--- config.mk ---
export PLATFORM = sky130hd
export DESIGN_NAME = keyboard_note_tracker
export DESIGN_NICKNAME = d
export VERILOG_FILES = /design/src/rtl/keyboard_pkg.sv /design/src/rtl/scan_note_lookup.sv /design/src/rtl/keyboard_note_tracker.sv
export SDC_FILE = /design/constraint.sdc
export NUM_CORES = 1
export LEC_CHECK = 0
export CAP_MARGIN = 20
export CORE_MARGIN = 2
export CORE_UTILIZATION = 30
export CTS_CLUSTER_SIZE = 12
export DETAILED_ROUTE_END_ITERATION = 16
export PLACE_DENSITY_LB_ADDON = 0.08
export SLEW_MARGIN = 20
export SYNTH_ARGS = -nofsm -noshare
export SYNTH_HDL_FRONTEND = slang
export SYNTH_SLANG_ARGS = --single-unit
--- constraint.sdc ---
create_clock -name clk_50Mhz -period 10.9 [get_ports clk_50Mhz]
set_input_delay 1.635 -clock clk_50Mhz [delete_from_list [all_inputs] [get_ports clk_50Mhz]]
set_output_delay 1.635 -clock clk_50Mhz [all_outputs]
set_load 0.01 [all_outputs]
--- src/rtl/keyboard_pkg.sv ---
// ============================================================================
// keyboard_pkg : scan codes, note key map and prefix-FSM states shared by
//                the keyboard note tracker.
// Rev 1.0
// ============================================================================
`default_nettype none

package keyboard_pkg;

   localparam logic [7:0] SC_BREAK   = 8'hF0;
   localparam logic [7:0] SC_EXT     = 8'hE0;
   localparam logic [7:0] SC_OCT_DN  = 8'h1A;
   localparam logic [7:0] SC_OCT_UP  = 8'h22;
   localparam logic [7:0] SC_SUSTAIN = 8'h29;

   localparam int KEY_MAP_LEN = 13;
   localparam int NOTE_IDX_W  = 4;

   // Index 0 is the leftmost entry: C4 up to C5.
   localparam logic [0:KEY_MAP_LEN-1][7:0] NOTE_KEY_MAP = {
      8'h1C, 8'h1D, 8'h1B, 8'h24, 8'h23, 8'h2B, 8'h2C,
      8'h34, 8'h35, 8'h33, 8'h3C, 8'h3B, 8'h42
   };

   localparam logic [1:0] S_WAIT   = 2'd0;
   localparam logic [1:0] S_BRK    = 2'd1;
   localparam logic [1:0] S_EXT    = 2'd2;
   localparam logic [1:0] S_EXTBRK = 2'd3;

endpackage

`default_nettype wire

--- src/rtl/scan_note_lookup.sv ---
// ============================================================================
// scan_note_lookup : combinational scan code -> {hit, note index}; entries
//                    at or above NOTES report no hit.
// Rev 1.0
// ============================================================================
`default_nettype none

module scan_note_lookup
   import keyboard_pkg::*;
#(
   parameter int NOTES = 13
) (
   input  logic [7:0]            code,
   output logic                  hit,
   output logic [NOTE_IDX_W-1:0] index
);

   always_comb begin
      hit   = 1'b0;
      index = '0;
      for (int i = 0; i < NOTES; i++) begin
         if (code == NOTE_KEY_MAP[i]) begin
            hit   = 1'b1;
            index = NOTE_IDX_W'(i);
         end
      end
   end

endmodule

`default_nettype wire

--- src/rtl/keyboard_note_tracker.sv ---
// ============================================================================
// keyboard_note_tracker : PS/2 set-2 make/break tracker producing a held-note
//                         bitmap, saturating octave and held-note count.
// Optional feature macro: KEYBOARD_NOTE_TRACKER_SUSTAIN_EN (space = sustain).
// Rev 1.0
// ============================================================================
`default_nettype none

module keyboard_note_tracker
   import keyboard_pkg::*;
#(
   parameter int NOTES     = 13,
   parameter int OCT_BITS  = 3,
   parameter int OCT_RESET = 4,
   parameter int OCT_MAX   = 7
) (
   input  logic                       clk_50Mhz,
   input  logic                       rst_n,
   input  logic                       idle,
   input  logic [7:0]                 code,
   input  logic                       code_valid,
   output logic [NOTES-1:0]           sound,
   output logic [OCT_BITS-1:0]        octave,
   output logic [$clog2(NOTES+1)-1:0] note_count,
   output logic                       key_event
`ifdef KEYBOARD_NOTE_TRACKER_SUSTAIN_EN
   ,
   output logic                       sustain
`endif
);

   localparam int CNT_W = $clog2(NOTES+1);

   logic [1:0]            state, state_nxt;
   logic [NOTES-1:0]      sound_nxt;
   logic [OCT_BITS-1:0]   octave_nxt;
   logic [CNT_W-1:0]      count_nxt;
   logic                  dn_held, dn_held_nxt;
   logic                  up_held, up_held_nxt;
   logic                  hit;
   logic [NOTE_IDX_W-1:0] idx;
   logic [NOTES-1:0]      key_mask;
`ifdef KEYBOARD_NOTE_TRACKER_SUSTAIN_EN
   logic [NOTES-1:0]      phys, phys_nxt;
   logic                  sustain_nxt;
`endif

   scan_note_lookup #(.NOTES(NOTES)) u_lookup (
      .code  (code),
      .hit   (hit),
      .index (idx)
   );

   assign key_mask = hit ? (NOTES'(1) << idx) : '0;

   always_comb begin
      state_nxt   = state;
      sound_nxt   = sound;
      octave_nxt  = octave;
      dn_held_nxt = dn_held;
      up_held_nxt = up_held;
`ifdef KEYBOARD_NOTE_TRACKER_SUSTAIN_EN
      phys_nxt    = phys;
      sustain_nxt = sustain;
`endif
      if (idle) begin
         state_nxt   = S_WAIT;
         sound_nxt   = '0;
         dn_held_nxt = 1'b0;
         up_held_nxt = 1'b0;
`ifdef KEYBOARD_NOTE_TRACKER_SUSTAIN_EN
         phys_nxt    = '0;
         sustain_nxt = 1'b0;
`endif
      end else if (code_valid) begin
         case (state)
            S_WAIT: begin
               if (code == SC_BREAK) begin
                  state_nxt = S_BRK;
               end else if (code == SC_EXT) begin
                  state_nxt = S_EXT;
               end else begin
                  sound_nxt = sound | key_mask;
`ifdef KEYBOARD_NOTE_TRACKER_SUSTAIN_EN
                  phys_nxt  = phys | key_mask;
                  if (code == SC_SUSTAIN) sustain_nxt = 1'b1;
`endif
                  // Held flags make typematic repeats shift the octave once.
                  if (code == SC_OCT_DN && !dn_held) begin
                     dn_held_nxt = 1'b1;
                     if (octave != '0) octave_nxt = octave - OCT_BITS'(1);
                  end
                  if (code == SC_OCT_UP && !up_held) begin
                     up_held_nxt = 1'b1;
                     if (octave != OCT_BITS'(OCT_MAX)) octave_nxt = octave + OCT_BITS'(1);
                  end
               end
            end
            S_BRK: begin
               state_nxt = S_WAIT;
`ifdef KEYBOARD_NOTE_TRACKER_SUSTAIN_EN
               phys_nxt = phys & ~key_mask;
               if (!sustain) sound_nxt = sound & ~key_mask;
               if (code == SC_SUSTAIN) begin
                  sustain_nxt = 1'b0;
                  sound_nxt   = phys_nxt;
               end
`else
               sound_nxt = sound & ~key_mask;
`endif
               if (code == SC_OCT_DN) dn_held_nxt = 1'b0;
               if (code == SC_OCT_UP) up_held_nxt = 1'b0;
            end
            S_EXT:    state_nxt = (code == SC_BREAK) ? S_EXTBRK : S_WAIT;
            default:  state_nxt = S_WAIT;
         endcase
      end
   end

   always_comb begin
      count_nxt = '0;
      for (int i = 0; i < NOTES; i++) begin
         count_nxt = count_nxt + CNT_W'(sound_nxt[i]);
      end
   end

   always_ff @(posedge clk_50Mhz or negedge rst_n) begin
      if (!rst_n) begin
         state      <= S_WAIT;
         sound      <= '0;
         octave     <= OCT_BITS'(OCT_RESET);
         note_count <= '0;
         key_event  <= 1'b0;
         dn_held    <= 1'b0;
         up_held    <= 1'b0;
`ifdef KEYBOARD_NOTE_TRACKER_SUSTAIN_EN
         phys       <= '0;
         sustain    <= 1'b0;
`endif
      end else begin
         state      <= state_nxt;
         sound      <= sound_nxt;
         octave     <= octave_nxt;
         note_count <= count_nxt;
         key_event  <= (sound_nxt != sound) || (octave_nxt != octave);
         dn_held    <= dn_held_nxt;
         up_held    <= up_held_nxt;
`ifdef KEYBOARD_NOTE_TRACKER_SUSTAIN_EN
         phys       <= phys_nxt;
         sustain    <= sustain_nxt;
`endif
      end
   end

endmodule

`default_nettype wire
; ---- Word-level counts from Yosys, hierarchy flattened
; Index checks and enable logic that the tools add are counted.
[op_classes]
shift = 1
eq_ne = 29
n_mux = 60
addsub = 14
reduce_logical = 12
bitwise_logic = 3
[op_table]
columns = cell, n
row1 = 8-bit by 6-bit == test with 1-bit output (second input constant), 10
row2 = 13-bit 2-to-1 mux, 5
row3 = 3-bit 2-to-1 mux, 13
row4 = 4-bit by 1-bit adder with 4-bit output, 9
row5 = 8-bit by 5-bit == test with 1-bit output (second input constant), 4
row6 = 1-bit 2-to-1 mux, 26
row7 = 13-bit case mux with 2 select lines, 1
row8 = 3-bit != test (second input constant), 7
row9 = 4-bit 2-to-1 mux, 5
row10 = 8-bit == test (second input constant), 2
row11 = 2-bit 2-to-1 mux, 7
row12 = 13-bit bitwise AND, 1
row13 = 13-bit != test, 1
row14 = 13-bit NOT, 1
row15 = 13-bit bitwise OR, 1
row16 = 1-bit by 4-bit left shift with 13-bit output (first input constant), 1
row17 = 6-bit AND reduction, 2
row18 = 8-bit by 7-bit == test with 1-bit output (second input constant), 1
row19 = 3-bit nonzero test, 2
row20 = 3-bit by 1-bit adder with 4-bit output, 1
row21 = 4-bit != test (second input constant), 1
row22 = 1-bit case mux with 2 select lines, 2
row23 = 2-bit case mux with 2 select lines, 1
row24 = 2-bit by 1-bit adder with 3-bit output, 1
row25 = other kinds (12), 14
[totals]
output_inout_bits = 21
wordCells = 126
reg_bits = 25

; ---- Logic depth before layout (Yosys ltp)
[depth]
word_depth = 33
ltp_mapped = 18
ltp_nobuf = 16

; ---- Modules after synthesis
; A second synthesis with hierarchy kept.
[unflattened]
hier_cells = 250
hier_area_um2 = 2188.3
[by_module_without_submodules]
columns = mod, cells_each, area_each_um2, seq_area_each_um2, n_inst
row1 = keyboard_note_tracker, 217, 1970.6, 626.9, 1
row2 = scan_note_lookup, 33, 217.7, 0.0, 1

; ---- Least setup slack after synthesis
; OpenSTA, ideal clock, no wires.
[synth_path]
path_type = input to register
from = in code[3]
to = reg note_count[2]
arrival_ps = 5757
t_required_ps = 10777
path_slack_ps = 5020
setup_ps = 123
stages = 14
cell_sequence = clkbuf_2 > nor4b_1 > and3_1 > nor2_1 > a211o_1 > fa_1 > fa_1 > fa_1 > inv_1 > fa_1 > inv_1 > fa_1 > fa_1 > xnor2_1
[synth_via]
elab_chain_len = 33
word_cells_on_any_way = 62
[synth_lines]
columns = element, line
row1 = "start, declared", keyboard_note_tracker.sv:20  ; input logic [7:0] code,
row2 = 8-bit by 5-bit == test with 1-bit output, scan_note_lookup.sv:22  ; if (code == NOTE_KEY_MAP[i]) begin
row3 = 1-bit 2-to-1 mux, scan_note_lookup.sv:22
row4 = 2-bit 2-to-1 mux / 1-bit 2-to-1 mux (equally long branches) (2 in series), scan_note_lookup.sv:22
row5 = 3-bit 2-to-1 mux / 1-bit 2-to-1 mux (equally long branches) (4 in series), scan_note_lookup.sv:22
row6 = 4-bit 2-to-1 mux / 1-bit 2-to-1 mux (equally long branches) (5 in series), scan_note_lookup.sv:22
row7 = 1-bit by 4-bit left shift with 13-bit output / 1-bit 2-to-1 mux (equally long branches), "keyboard_note_tracker.sv:54, scan_note_lookup.sv:22"
row8 = 13-bit 2-to-1 mux, keyboard_note_tracker.sv:54  ; assign key_mask = hit ? (NOTES'(1) << idx) : '0;
row9 = 13-bit bitwise OR, keyboard_note_tracker.sv:83  ; sound_nxt = sound | key_mask;
row10 = [... 3 more ...], -
row11 = 13-bit 2-to-1 mux (*), keyboard_note_tracker.sv:75  ; end else if (code_valid) begin
row12 = 13-bit 2-to-1 mux (*), keyboard_note_tracker.sv:66  ; if (idle) begin
row13 = 1-bit by 1-bit adder with 2-bit output, keyboard_note_tracker.sv:123  ; count_nxt = count_nxt + CNT_W'(sound_nxt[i]);
row14 = 2-bit by 1-bit adder with 3-bit output, keyboard_note_tracker.sv:123
row15 = 3-bit by 1-bit adder with 4-bit output, keyboard_note_tracker.sv:123
row16 = 4-bit by 1-bit adder with 4-bit output (8 in series), keyboard_note_tracker.sv:123
row17 = 4-bit by 1-bit adder with 4-bit output (*), keyboard_note_tracker.sv:123
row18 = via count_nxt[2], keyboard_note_tracker.sv:37  ; logic [CNT_W-1:0] count_nxt;
row19 = "end signal, assigned", keyboard_note_tracker.sv:144  ; note_count <= count_nxt;
row20 = "end, declared", keyboard_note_tracker.sv:24  ; output logic [$clog2(NOTES+1)-1:0] note_count,
; Mark *: on every way through the listed nets, which the timed path passes. The rest lies on a longest branch.
; A chain may end at the register's enable or synchronous reset.

; ---- Worst setup path after layout
[layout_path]
from = in code[4]
to = reg note_count[2]
; Same word-level chain as after synthesis.

==> results.py <==
metrics = {
    "cts": {
        "clock_sink_count": 25,
        "cts-root-buf": "clkbuf_8",
        "clk_pin_slew_ns": 0.10,
        "clk_path_buf_depth": 2,
        "cts_resized": 0,
        "post-cts-setup-buffers": 0,
        "clkLatencyLatePin_ns": 0.28,
        "cts_tree": "built",
        "ctsHoldBuffers": 0,
        "cts_made_buffers": 3,
        "htreeDepth": 1,
    },
    "pwr": {
        "powerDensity_nw_per_um2": 74.2,
        "p_clk_share_pct": 32.6,
        "switching_share_pct": 28.3,
        "power_frac_seq_pct": 51.4,
        "p_leak_uw": 0.00101,
        "pwr-share-comb_pct": 16.0,
        "p_int_uw": 132,
        "max-vdd-ir-drop_v": 0.0000510,
        "switchingPower_uw": 52.3,
    },
    "layout": {
        "n_antenna_cell": 0,
        "nNetsFinal": 288,
        "layout_commonest_cell": "clkdlybuf4s50_1",
        "drive_above_1_share_pct": 7.69,
        "final_cells": 340,
        "syn_to_final_growth_pct": 21.9,
        "mostFrequentLayoutCells": "32 x clkdlybuf4s50_1, 26 x inv_1, 24 x dfrtp_1",
        "fin_area_um2": 2490,
    },
    "sta": {
        "worst_pin_slew_ns": 0.747,
        "rsz0062_at_grt": "false",
        "maxSlewHeadroom_pct": 49.5,
        "setup_tns_ns": 0,
        "finalCritPeriodShare_pct": 61.0,
        "fin_skew_ns": 0.00145,
        "slew_violations": 0,
        "hold_violations": 0,
        "setup_viol": 0,
        "fmax_mhz": 150,
        "layout_setup_ws_ns": 4.25,
        "layout_min_cycle_time_ns": 6.65,
        "whs_ns": 0.518,
    },
    "logic_synthesis": {
        "seq_area_frac_synth_pct": 30.7,
        "synthCells": 231,
        "yosys_most_used_dff": "dfrtp_1",
        "synth_area_um2": 2040,
        "synth-seq-cells": 25,
        "synth-edff-count": 0,
        "syn-num-nets": 258,
        "yosysWarningCount": 0,
        "ys_async_sr_fraction_pct": 100,
        "yosys.cell_types.count": 57,
        "syn_avg_cell_area_um2": 8.83,
    },
    "placement": {
        "gp_congestion": 0.829,
        "postPlaceCellArea_um2": 2440,
        "place_ws_ns": 3.93,
        "portBuffers": 32,
        "dp_hpwl_um": 4380,
        "place_inst": 336,
    },
    "global_route": {
        "grt_pass1_wl_um": 9870,
        "antenna_found_initial": 0,
        "overflow": 0,
        "grt_usage_pct": 16.9,
        "grt_pass1_vias": 1881,
        "grt_start_max_net_pins": 27,
    },
    "floorplanning": {
        "dieArea_um2": 7480,
        "die_h_um": 86.5,
        "start_util_pct": 30.5,
        "row_count": 30,
        "core_um2": 6680,
        "fp.dieW_um": 86.5,
        "pin_count": 33,
    },
    "hold_path": {
        "holdPathStages": 1,
        "hold_path_end": "octave[2]",
        "holdCritPathClass": "reg -> reg",
        "min_from": "octave[2]",
    },
    "routing": {
        "avgRoutedWirePerCell_um": 17.2,
        "dr.pass1.iters": 4,
        "drt-total-wl_um": 5840,
        "drc": 0,
        "drtIter0Drc": 197,
        "ant_nets": 0,
        "vias": 1848,
        "avgViaCountPerCell": 5.44,
    },
    "setup_path": {
        "worstSetupPathType": "in -> reg",
        "regToRegEndpoint": "note_count[2]",
        "start_kind": "primary input",
        "r2r-start": "state[1]",
        "path_max_fanout": 8,
        "crit_start": "code[4]",
        "worst_ep_required_time_ns": 11.08,
        "rr_worst_depth": 15,
        "ff2ff_setup_slack_ns": 5.90,
        "endpoint_kind": "register",
        "cp.arrival_ns": 6.83,
    },
    "outcome": {
        "status": "completed",
    },
    "run": {
        "cap_violations": 0,
    },
}
power by group through the flow:
stage / logic (µW) / clock network, µW / registers (µW)
after floorplan: 15.6 / 0 / 96.9
after global placement: 29.9 / 0 / 96.5
after detailed placement: 29.6 / 0 / 96.6
after CTS: 29.7 / 63.5 / 94.8
after global routing: 33.1 / 66.3 / 94.9
final: 29.5 / 60.2 / 94.8
worst max-delay path by stage:
stage,endpoint,slack (ns),cells after the start
after CTS,note_count[2],4.24,15
after global routing,note_count[2],3.95,15
after global placement,note_count[2],3.82,15
final,note_count[2],4.25,15
after floorplan,note_count[2],5.02,14
after detailed placement,note_count[2],3.93,15
cell usage after synthesis (3+ instances only):
cell type  instances  area share, %
inv_1             26            4.8
dfrtp_1           24             29
o21ai_0           17            4.2
nand3_1           16            3.9
nand2_1           14            2.6
a21oi_1           12            2.9
nor2_1            11            2.0
fa_1               8            7.8
ha_1               7            4.3
nor2b_1            7            2.1
nand2b_1           6            1.8
a21o_1             5            1.8
buf_2              5            1.2
clkbuf_1           5           0.92
nand4_1            5            1.5
nor4b_1            4            1.7
nor3_1             3           0.74
nor4_1             3           0.92
o22ai_1            3           0.92
cells by family (layout without fill, tap and decap cells):
family          count (synthesis)  count (layout)  share of synthesized area (%)
buf+inv                        38              67                           7.72
xor+xnor                        2               2                          0.859
compound gates                 59              59                           19.4
mux                             4               4                           2.08
fa+ha+maj                      15              15                           12.1
flops                          25              25                           30.7
simple gates                   88              88                           27.1
critical path: stages:
cell and delay, ns:
clkdlybuf4s50_1 0.66, nor4b_2 0.64, nand4_1 0.30, nor2_1 0.19
mux2i_1 0.30, nand2b_1 0.12, fa_1 0.55, fa_1 0.44
fa_1 0.49, inv_1 0.05, fa_1 0.47, inv_1 0.04
fa_1 0.40, fa_1 0.39, xnor2_1 0.13
registers in the layout, indices dropped and copies added, names as in the netlist:
register / count
dn_held: 1
octave: 3
sound: 13
state: 2
up_held: 1
note_count: 4
key_event: 1
layout make-up:
class | instances | area, µm²
inverter | 26 | 97.6
timing repair buffer | 37 | 358
tap | 80 | 100
multi-input combinational | 168 | 1260
clock inverter | 1 | 7.51
fill | 694 | 4190
clock buffer | 3 | 41.3
sequential | 25 | 627
per-stage QoR:
| step | power, µW | utilization [%] |
|---|---|---|
| global route | 194 | 37.2 |
| floorplan | 112 | - |
| finish | 185 | 37.2 |
| global placement | 126 | 36.5 |
| detailed placement | 126 | 36.5 |
| CTS | 188 | 37.2 |
layer usage:
metal | GRT usage, % | wire length [µm] | part of all wire [%] | vias to the layer above
met1 | 24.0 | 2810 | 48 | 901
li1 | - | - | - | 883
met4 | 4.97 | 98 | 1.7 | 0
met3 | 1.71 | 270 | 4.6 | 7
met5 | 0 | 0 | 0 | -
met2 | 27.3 | 2660 | 46 | 57
No activity file was read; power rests on OpenSTA's default activity.
